**src/rtl/vga_sync_timing_if.sv**
```systemverilog
// Timing bus from vga_sync_timing to the pixel-stage consumer.
// Optional pat_rgb member exists only when VGA_TEST_PATTERN_EN is defined.
interface vga_sync_timing_if;
  // Free-running stream with no valid/ready: the master updates every field on every
  // clock, there is no backpressure, and the slave samples every field on every clock.
  logic [10:0] c1;
  logic [10:0] c2;
  logic        de;
  logic        de_d;
  logic        hsync;
  logic        vsync;
  logic        line_start;
  logic        frame_start;
`ifdef VGA_TEST_PATTERN_EN
  logic [2:0]  pat_rgb;
`endif

  modport master (
    output c1, c2, de, de_d, hsync, vsync, line_start, frame_start
`ifdef VGA_TEST_PATTERN_EN
    , output pat_rgb
`endif
  );

  modport slave (
    input c1, c2, de, de_d, hsync, vsync, line_start, frame_start
`ifdef VGA_TEST_PATTERN_EN
    , input pat_rgb
`endif
  );
endinterface

```
**src/rtl/vga_sync_timing.sv**
```systemverilog
// VGA timing generator: 1-based column/row counters, delayed negative syncs and active flag.
// Define VGA_TEST_PATTERN_EN to add the 8-bar colour test pattern output (pat_rgb).
module vga_sync_timing #(
  parameter int H_SYNC     = 128,
  parameter int H_BP       = 88,
  parameter int H_ACT      = 800,
  parameter int H_FP       = 40,
  parameter int V_SYNC     = 4,
  parameter int V_BP       = 23,
  parameter int V_ACT      = 600,
  parameter int V_FP       = 1,
  parameter int SYNC_DELAY = 4
) (
  input  logic               clk,
  input  logic               rst,
  vga_sync_timing_if.master  bus
);
  localparam int H_TOTAL = H_SYNC + H_BP + H_ACT + H_FP;
  localparam int V_TOTAL = V_SYNC + V_BP + V_ACT + V_FP;

  // 12-bit compare constants keep H_TOTAL near 2047 from overflowing.
  localparam logic [11:0] H_TOT12  = 12'(H_TOTAL);
  localparam logic [11:0] V_TOT12  = 12'(V_TOTAL);
  localparam logic [11:0] H_SYNC12 = 12'(H_SYNC);
  localparam logic [11:0] V_SYNC12 = 12'(V_SYNC);
  localparam logic [11:0] H_DE_LO  = 12'(H_SYNC + H_BP);
  localparam logic [11:0] H_DE_HI  = 12'(H_SYNC + H_BP + H_ACT);
  localparam logic [11:0] V_DE_LO  = 12'(V_SYNC + V_BP);
  localparam logic [11:0] V_DE_HI  = 12'(V_SYNC + V_BP + V_ACT);

  logic [10:0] c1_q, c2_q, c1_n, c2_n;
  logic        ls_q, fs_q;
  logic [11:0] c1_w, c2_w;
  logic        hs_raw, vs_raw, de_raw;

  // The counter pair is the whole state machine: next state here, register below.
  always_comb begin
    c1_n = c1_q + 11'd1;
    c2_n = c2_q;
    if ({1'b0, c1_q} == H_TOT12) begin
      c1_n = 11'd1;
      c2_n = ({1'b0, c2_q} == V_TOT12) ? 11'd1 : c2_q + 11'd1;
    end
  end

  always_ff @(posedge clk) begin
    if (rst) begin
      c1_q <= 11'(H_TOTAL);
      c2_q <= 11'(V_TOTAL);
      ls_q <= 1'b0;
      fs_q <= 1'b0;
    end else begin
      c1_q <= c1_n;
      c2_q <= c2_n;
      ls_q <= (c1_n == 11'd1);
      fs_q <= (c1_n == 11'd1) && (c2_n == 11'd1);
    end
  end

  assign c1_w   = {1'b0, c1_q};
  assign c2_w   = {1'b0, c2_q};
  assign hs_raw = ~(c1_w <= H_SYNC12);
  assign vs_raw = ~(c2_w <= V_SYNC12);
  assign de_raw = (c1_w > H_DE_LO) && (c1_w <= H_DE_HI) &&
                  (c2_w > V_DE_LO) && (c2_w <= V_DE_HI);

`ifdef VGA_TEST_PATTERN_EN
  localparam int BAR_W = (H_ACT / 8 > 0) ? H_ACT / 8 : 1;
  logic [11:0] x_w;
  logic [2:0]  bar;
  logic [2:0]  pat_raw;

  // Bar index by threshold compare; anything past the 8th boundary stays in bar 7.
  always_comb begin
    x_w = c1_w - H_DE_LO - 12'd1;
    bar = 3'd0;
    for (int n = 1; n < 8; n++) begin
      if (x_w >= 12'(n * BAR_W)) bar = 3'(n);
    end
    pat_raw = de_raw ? bar : 3'd0;
  end

  localparam int DW = 6;
  localparam logic [DW-1:0] IDLE = 6'b000_011;
  logic [DW-1:0] raw, dly;
  assign raw = {pat_raw, de_raw, vs_raw, hs_raw};
`else
  localparam int DW = 3;
  localparam logic [DW-1:0] IDLE = 3'b011;
  logic [DW-1:0] raw, dly;
  assign raw = {de_raw, vs_raw, hs_raw};
`endif

  // One shared shift register carries every delayed signal so they stay aligned.
  generate
    if (SYNC_DELAY == 0) begin : g_nodly
      assign dly = raw;
    end else begin : g_dly
      logic [DW-1:0] stg [SYNC_DELAY];
      always_ff @(posedge clk) begin
        if (rst) begin
          for (int i = 0; i < SYNC_DELAY; i++) stg[i] <= IDLE;
        end else begin
          stg[0] <= raw;
          for (int i = 1; i < SYNC_DELAY; i++) stg[i] <= stg[i-1];
        end
      end
      assign dly = stg[SYNC_DELAY-1];
    end
  endgenerate

  assign bus.c1          = c1_q;
  assign bus.c2          = c2_q;
  assign bus.de          = de_raw;
  assign bus.line_start  = ls_q;
  assign bus.frame_start = fs_q;
  assign bus.hsync       = dly[0];
  assign bus.vsync       = dly[1];
  assign bus.de_d        = dly[2];
`ifdef VGA_TEST_PATTERN_EN
  assign bus.pat_rgb     = dly[5:3];
`endif
endmodule
```
**src/flat_wrapper.sv**
```systemverilog
// flat-port wrapper written by rule: the top's interface ports become plain ports
module vga_sync_timing_flat 
#(
  parameter int H_SYNC     = 128,
  parameter int H_BP       = 88,
  parameter int H_ACT      = 800,
  parameter int H_FP       = 40,
  parameter int V_SYNC     = 4,
  parameter int V_BP       = 23,
  parameter int V_ACT      = 600,
  parameter int V_FP       = 1,
  parameter int SYNC_DELAY = 4
)
  (clk, rst, bus_c1, bus_c2, bus_de, bus_de_d, bus_hsync, bus_vsync, bus_line_start, bus_frame_start);
  vga_sync_timing_if bus_i ();
  input  logic clk;
  input  logic rst;
  output wire logic [$bits(bus_i.c1)-1:0] bus_c1;
  output wire logic [$bits(bus_i.c2)-1:0] bus_c2;
  output wire logic [$bits(bus_i.de)-1:0] bus_de;
  output wire logic [$bits(bus_i.de_d)-1:0] bus_de_d;
  output wire logic [$bits(bus_i.hsync)-1:0] bus_hsync;
  output wire logic [$bits(bus_i.vsync)-1:0] bus_vsync;
  output wire logic [$bits(bus_i.line_start)-1:0] bus_line_start;
  output wire logic [$bits(bus_i.frame_start)-1:0] bus_frame_start;
  assign bus_c1 = bus_i.c1;
  assign bus_c2 = bus_i.c2;
  assign bus_de = bus_i.de;
  assign bus_de_d = bus_i.de_d;
  assign bus_hsync = bus_i.hsync;
  assign bus_vsync = bus_i.vsync;
  assign bus_line_start = bus_i.line_start;
  assign bus_frame_start = bus_i.frame_start;
  vga_sync_timing #(.H_SYNC(H_SYNC), .H_BP(H_BP), .H_ACT(H_ACT), .H_FP(H_FP), .V_SYNC(V_SYNC), .V_BP(V_BP), .V_ACT(V_ACT), .V_FP(V_FP), .SYNC_DELAY(SYNC_DELAY)) u_core (.clk(clk), .rst(rst), .bus(bus_i));
endmodule
```
**config.mk**
```make
export PLATFORM = sky130hd
export DESIGN_NAME = vga_sync_timing_flat
export DESIGN_NICKNAME = d
export VERILOG_FILES = /design/src/rtl/vga_sync_timing_if.sv /design/src/rtl/vga_sync_timing.sv /design/src/flat_wrapper.sv
export SDC_FILE = /design/constraint.sdc
export NUM_CORES = 1
export LEC_CHECK = 0
export CAP_MARGIN = 20
export CORE_MARGIN = 4
export CORE_UTILIZATION = 40
export DETAILED_ROUTE_END_ITERATION = 6
export GPL_ROUTABILITY_DRIVEN = 0
export MAX_ROUTING_LAYER = met4
export SLEW_MARGIN = 20
export SYNTH_ARGS = -nofsm -noshare
export SYNTH_HDL_FRONTEND = slang
export SYNTH_SLANG_ARGS = --single-unit
```
**constraint.sdc**
```tcl
create_clock -name clk -period 2.63 [get_ports clk]
set_input_delay 0.526 -clock clk [delete_from_list [all_inputs] [get_ports clk]]
set_output_delay 0.526 -clock clk [all_outputs]
set_load 0.02 [all_outputs]
```
==> reports/metrics.csv, run 1 <==
stage,metric,value,unit
critical_path,critPathBufInv,1,
yosys,synthSimpleGateAreaFrac,27.6,%
routing,wirelength,4.43,mm
floorplanning,core,4410,sq um
floorplanning,ios,30,
routing,first_iter_violations,108,
global_route,grtUsageTotal,17.1,%
hold_path,hp-class,flip-flop to flip-flop,
power,cellPowerDensity,891,nW/um^2
critical_path,critical_path_class,flip-flop to flip-flop,
critical_path,worst_r2r_path_depth,8,
cells_and_area,area_delta_synth_final,35.1,%
status,status,completed,
critical_path,ff2ff_setup_slack,0.12,ns
yosys,synthAdderAreaFrac,3.40,%
routing,vias,1705,
sta,period_minus_slack,2.51,ns
global_route,overflow,0,
global_route,grt_pass1_vias,1501,
power,ir_drop,489,uV
floorplanning,row_count,24,
yosys,synth_top_family_by_area,simple AND/OR/NAND/NOR gates,
clock_network,clock_latency,0.28,ns
place,io_buffer_count,29,
yosys,ys_seq_area_share,39.1,%
yosys,yosysWarnings,0,
yosys,synth_edf_count,0,
clock_network,numCtsBuffers,5,
routing,route.detailed.drc,0,
clock_network,post_cts_buffers,0,
yosys,synth_compound_area_share,15.1,%
sta,slew_headroom,75.8,%
critical_path,slowest_delay,0.48,ns
floorplanning,die-area,5750,sq um
critical_path,end_kind,flip-flop,
sta,finalClockSkew,0.00693,ns
routing,final_antenna_net_count,0,
sta,setup_viol,0,
yosys,avgSynthCellArea,8.49,sq um
cells_and_area,final_layout_size_suffix_gt1_share,21.9,%
floorplanning,fp.dieH,75.9,microns
sta,holdWs,0.410,ns
critical_path,worstPathCellList,inv_1 -> ha_1 -> or4b_1 -> or4_4 -> o211a_2 -> nor3_2 -> nand4_1 -> a2111oi_4,
cells_and_area,n_antenna_cell,0,
clock_network,cts_root_buffer,clkbuf_8,
power,power,2.22,mW
routing,via_per_inst,5.30,
clock_network,cts_buffer_depth,2,
yosys,synth-main-ff-cell,dfxtp_1,
yosys,ys_types,51,
cells_and_area,num-nets-final,276,
yosys,synth.cell_area,1840,sq um
sta,setup_tns,0,ns
global_route,grt_max_degree,34,
place,dp_hpwl,3.26,mm
critical_path,critPathTopFamily,simple AND/OR/NAND/NOR gates,
power,p_leak,0.991,nW
floorplanning,start_util,41.7,%
yosys,synth_seq_cells,36,
global_route,grt_pass1_wl,7.29,mm
hold_path,hold_depth,1,
routing,wire_per_inst,13.8,microns
sta,hold_viol_final,0,
critical_path,crit_cells,8,
global_route,antenna_found_initial,0,
yosys,postSynthCellCount,217,
clock_network,path_clk_slew,0.07,ns
critical_path,arrival,2.68,ns
yosys,async_reset_ff_share,0,%
yosys,synth_nets,224,
yosys,synth_xor_area_share,8.08,%
sta,drv_slew,0,
critical_path,critPathSlowestCell,or4_4,
floorplanning,die_w,75.9,microns
critical_path,worstPathRequired,2.80,ns
routing,dr.pass1.iters,4,
yosys,synth_mux_area_share,0.543,%
sta,tightest_slew,0.358,ns
critical_path,worst_setup_path_start_kind,flip-flop,
clock_network,clock_sinks,36,
cells_and_area,utilization,56.4,%
critical_path,cp_max_fo,5,
sta,period_share,95.4,%
clock_network,htree_num_levels,2,
flow_run,cap_violations,0,
sta,max_freq,399,MHz
clock_network,cts_tree,yes,
==> report_power, final <==
group | internal, mW | total (mW) | switching, mW
Sequential | 0.622 | 0.673 | 0.0511
Clock | 0.213 | 0.401 | 0.189
Combinational | 0.519 | 1.14 | 0.624
Total | 1.35 | 2.22 | 0.864
==> registers in the layout, indices dropped and copies added, names as in the netlist <==
signal,count
u_core.g_dly.stg,12
u_core.bus.c1,11
u_core.bus.c2,11
u_core.bus.frame_start,1
u_core.bus.line_start,1
==> cells by family after synthesis <==
logic type | after synthesis
simple gates | 95
compound gates | 37
flops | 36
buf+inv | 26
xor+xnor | 17
fa+ha+maj | 5
mux | 1
==> cells in the final DEF, fill, tap and decap left out, types with 3 or more instances in the layout <==
cell type and count:
or3_1 3, xor2_1 4, a211o_1 4, nor2_1 20, and3_1 4, nand3_1 8, dfxtp_1 36, a21oi_1 4
buf_4 31, ha_1 5, clkdlybuf4s50_1 28, nand4_1 4, xnor2_1 13, or2_2 6, nor3_1 11, clkbuf_8 6
nor2b_1 5, inv_1 11, o21ai_0 7, nand2_1 16
==> repair_timing <==
item                       4_1_cts  5_1_grt
hold buffers                     0        0
setup endpoints to repair        1        2
gates resized for setup          2        7
pin swaps                        0        2
==> cell type report <==
type | instances | area, sq um
Tap cell | 52 | 65.1
Multi-Input combinational cell | 155 | 1050
Fill cell | 418 | 1930
Inverter | 11 | 41.3
Sequential cell | 36 | 721
Clock inverter | 1 | 7.51
Timing Repair Buffer | 60 | 518
Clock buffer | 7 | 86.3
==> worst register-to-register path, stage by stage (launching register included) <==
cell and delay (ns):
dfxtp_1 0.31, inv_1 0.06, ha_1 0.15, or4b_1 0.47
or4_4 0.48, o211a_2 0.16, nor3_2 0.22, nand4_1 0.23
a2111oi_4 0.32
==> cells in the mapped netlist, types with 5 or more instances <==
cell	instances	area share, %
nor2_1	20	4.1
clkbuf_1	8	1.6
nor3_1	11	3.0
xnor2_1	13	6.2
nand2_1	16	3.3
nand3_1	8	2.2
ha_1	5	3.4
dfxtp_1	36	39
o21ai_0	7	1.9
inv_1	11	2.2
nor2b_1	5	1.7
buf_2	6	1.6
or2_2	6	2.0
==> per-stage QoR <==
stage                     std cells  cell area, sq um  worst slack, ns
final                           322              2490            0.122
after detailed placement        314              2360          -0.0404
after global placement          314              2360           0.0309
after global routing            322              2490          -0.0242
after floorplan                 217              1840            0.108
after CTS                       322              2460           0.0275
==> layer usage <==
| layer | global-route usage, % | part of all wire (%) | up-vias |
|---|---|---|---|
| met3 | 4.09 | 5.1 | 2 |
| met1 | 24.4 | 51 | 795 |
| met2 | 24.6 | 44 | 44 |
| met5 | - | 0 | - |
| met4 | 2.91 | 0.52 | 0 |
| li1 | - | - | 864 |
==> final timing paths <==
path | start | endpoint
setup reg to reg | u_core.bus.c1[0] | u_core.bus.frame_start
setup / recovery | u_core.bus.c1[0] | u_core.bus.frame_start
hold / removal | u_core.g_dly.stg[0][0] | u_core.g_dly.stg[1][0]
hold reg to reg | u_core.g_dly.stg[0][0] | u_core.g_dly.stg[1][0]
No activity file was read; power rests on OpenSTA's default activity.
==> run 2: changes to the inputs <==
--- a/config.mk
+++ b/config.mk
@@ -6,11 +6,14 @@
 export NUM_CORES = 1
 export LEC_CHECK = 0
 export CAP_MARGIN = 20
+export CELL_PAD_IN_SITES_DETAIL_PLACEMENT = 1
+export CELL_PAD_IN_SITES_GLOBAL_PLACEMENT = 1
 export CORE_MARGIN = 4
-export CORE_UTILIZATION = 40
+export CORE_UTILIZATION = 39
 export DETAILED_ROUTE_END_ITERATION = 6
 export GPL_ROUTABILITY_DRIVEN = 0
 export MAX_ROUTING_LAYER = met4
+export PLACE_DENSITY_LB_ADDON = 0.1
 export SLEW_MARGIN = 20
 export SYNTH_ARGS = -nofsm -noshare
 export SYNTH_HDL_FRONTEND = slang
==> run 2 against run 1 <==
Against the previous run:
- sequential power grew 2%
- final cell count is 1.2% lower
- setup slack improved by 0.014 ns
- sequential cell count is the same
- global-route usage up 2.6 points
- routed wire length up 25%
- combinational power barely moved
- non-clock buffer count down 4
- die area up 2.3%
- final area down 0.80%
==> reports/metrics.csv, run 2 (same netlist as run 1, synthesis figures left out) <==
stage,metric,value,unit,change
cells_and_area,num-nets-final,272,,-1.4%
cells_and_area,final_layout_size_suffix_gt1_share,21.4,%,-0.42 points
power,p_leak,0.978,nW,-1.3%
global_route,grt_pass1_wl,9.00,mm,+23%
clock_network,numCtsBuffers,5,,unchanged
critical_path,worst_setup_path_start_kind,flip-flop,,
global_route,grt_max_degree,34,,unchanged
sta,rsz0062_at_grt,true,,
place,io_buffer_count,29,,unchanged
critical_path,cp_max_fo,4,,-1
clock_network,cts_buffer_depth,2,,unchanged
floorplanning,ios,30,,unchanged
clock_network,cts_tree,yes,,
routing,wirelength,5.55,mm,+25%
clock_network,clock_sinks,36,,unchanged
floorplanning,fp.dieH,76.7,microns,+1.1%
sta,hold_viol_final,0,,unchanged
critical_path,crit_path_start,u_core.bus.c1[0],,
sta,slew_headroom,75.1,%,-0.74 points
routing,dr.pass1.iters,4,,unchanged
critical_path,critPathTopFamily,simple AND/OR/NAND/NOR gates,,
global_route,grtUsageTotal,19.7,%,+2.6 points
critical_path,worstPathRequired,2.82,ns,+0.02 ns
critical_path,end_kind,flip-flop,,
critical_path,worstReg2RegStart,u_core.bus.c1[0],,
global_route,use_met2,32.1,%,+7.4 points
place,dp_hpwl,3.97,mm,+22%
clock_network,cts_root_buffer,clkbuf_8,,
cells_and_area,n_fill_cell,532,,+27%
cells_and_area,largest_register_ffs,12,,unchanged
critical_path,arrival,2.69,ns,about the same
hold_path,holdCritStartpoint,u_core.g_dly.stg[0][0],,
cells_and_area,area_delta_synth_final,34.0,%,
sta,period_share,94.8,%,-0.54 points
critical_path,critPathSlowestCell,or4b_1,,
floorplanning,core,4470,sq um,+1.4%
critical_path,crit_cells,8,,unchanged
clock_network,htree_num_levels,2,,unchanged
sta,max_freq,401,MHz,+0.57%
global_route,overflow,0,,unchanged
floorplanning,die_w,76.7,microns,+1.1%
power,ir_drop,666,uV,+36%
clock_network,hold_buffers,0,,unchanged
critical_path,ff2ff_setup_slack,0.14,ns,about the same
hold_path,hold_depth,1,,unchanged
global_route,antenna_found_initial,0,,unchanged
cells_and_area,regMostFlops,u_core.g_dly.stg,,
critical_path,critPathBufInv,1,,unchanged
hold_path,hp-class,flip-flop to flip-flop,,
clock_network,path_clk_slew,0.08,ns,about the same
place,dpl_cell_area,2330,sq um,-1.3%
floorplanning,row_count,24,,unchanged
cells_and_area,mostFrequentLayoutCells,"dfxtp_1 (36), clkdlybuf4s50_1 (28), buf_4 (27), nor2_1 (20), nand2_1 (16)",,
cells_and_area,fin_area,2470,sq um,-0.80%
global_route,grtUsageMet1,23.7,%,-0.71 points
routing,wire_per_inst,17.5,microns,+27%
global_route,busiest_layer,met2,,
sta,finalClockSkew,0.00752,ns,+0.000593 ns
routing,route.detailed.drc,0,,unchanged
floorplanning,die-area,5890,sq um,+2.3%
critical_path,worst_r2r_path_depth,8,,unchanged
cells_and_area,multi_input_area,1040,sq um,-0.72%
cells_and_area,regArea,721,sq um,unchanged
global_route,grtUsageMet3,4.68,%,+0.59 points
critical_path,worstPathCellList,inv_1 -> ha_1 -> or4b_1 -> or4_4 -> nor2_1 -> xnor2_1 -> o2111ai_2 -> a2111oi_2,,
sta,tightest_slew,0.370,ns,+0.0119 ns
power,cellPowerDensity,936,nW/um^2,+5.0%
cells_and_area,n_antenna_cell,0,,unchanged
critical_path,critical_path_class,flip-flop to flip-flop,,
routing,via_per_inst,5.58,,+5.4%
sta,setup_viol,0,,unchanged
routing,first_iter_violations,67,,-38%
global_route,grt_pass1_vias,1843,,+23%
routing,final_antenna_net_count,0,,unchanged
floorplanning,start_util,41.2,%,-0.56 points
flow_run,cap_violations,0,,unchanged
sta,period_minus_slack,2.49,ns,-0.0142 ns
cells_and_area,final_common_cell,dfxtp_1,,
critical_path,slowest_delay,0.48,ns,about the same
clock_network,clock_latency,0.30,ns,+0.02 ns
sta,setup_tns,0,ns,unchanged
routing,vias,1774,,+4.0%
status,status,completed,,
sta,drv_slew,0,,unchanged
-- run 2: layout make-up --
cell class | instances | area share (%)
well taps | 52 | 2.64
clock inverters | 3 | 1.72
clock buffers | 5 | 2.79
flip-flops and latches | 36 | 29.2
repair buffers | 56 | 19.8
multi-input cells | 155 | 42.2
inverters | 11 | 1.67
-- run 2: where the power goes --
part	internal (mW)	switching (mW)
logic	0.498	0.634
registers	0.622	0.0640
clock network	0.280	0.212
-- run 2: routing by layer --
metal  routed length (microns)  vias to the layer above
li1                          -                      862
met1                      2620                      873
met2                      2700                       30
met3                       150                        9
met4                        82                        0
met5                         0                        -
-- run 2: path summary, 6_finish.rpt --
check | end
max | u_core.bus.frame_start
min | u_core.g_dly.stg[1][0]
max reg2reg | u_core.bus.frame_start
min reg2reg | u_core.g_dly.stg[1][0]
-- run 2: through the flow --
step	power, mW	setup WS (ns)	hold slack (ns)	utilization, %	cells
after floorplan	1.31	0.108	0.389	-	217
after global placement	1.76	0.0992	0.393	52.2	310
after detailed placement	1.79	0.0114	0.400	52.2	310
after CTS	2.30	0.00742	0.414	54.8	318
after global routing	2.45	-0.0329	0.419	55.2	318
final	2.31	0.136	0.411	55.2	318
-- run 2: timing repair --
action,in CTS,in global routing
buffers inserted,0,0
gates resized for setup,4,5
hold endpoints to repair,0,0
endpoints found under the setup margin,1,2
==> run 3: changes to the inputs <==
--- a/config.mk
+++ b/config.mk
@@ -5,6 +5,7 @@
 export SDC_FILE = /design/constraint.sdc
 export NUM_CORES = 1
 export LEC_CHECK = 0
+export ABC_CLOCK_PERIOD_IN_PS = 2630
 export CAP_MARGIN = 20
 export CELL_PAD_IN_SITES_DETAIL_PLACEMENT = 1
 export CELL_PAD_IN_SITES_GLOBAL_PLACEMENT = 1
==> results of run 3 <==
Same layout as run 2: the final DEF is identical, and so are final timing and power.
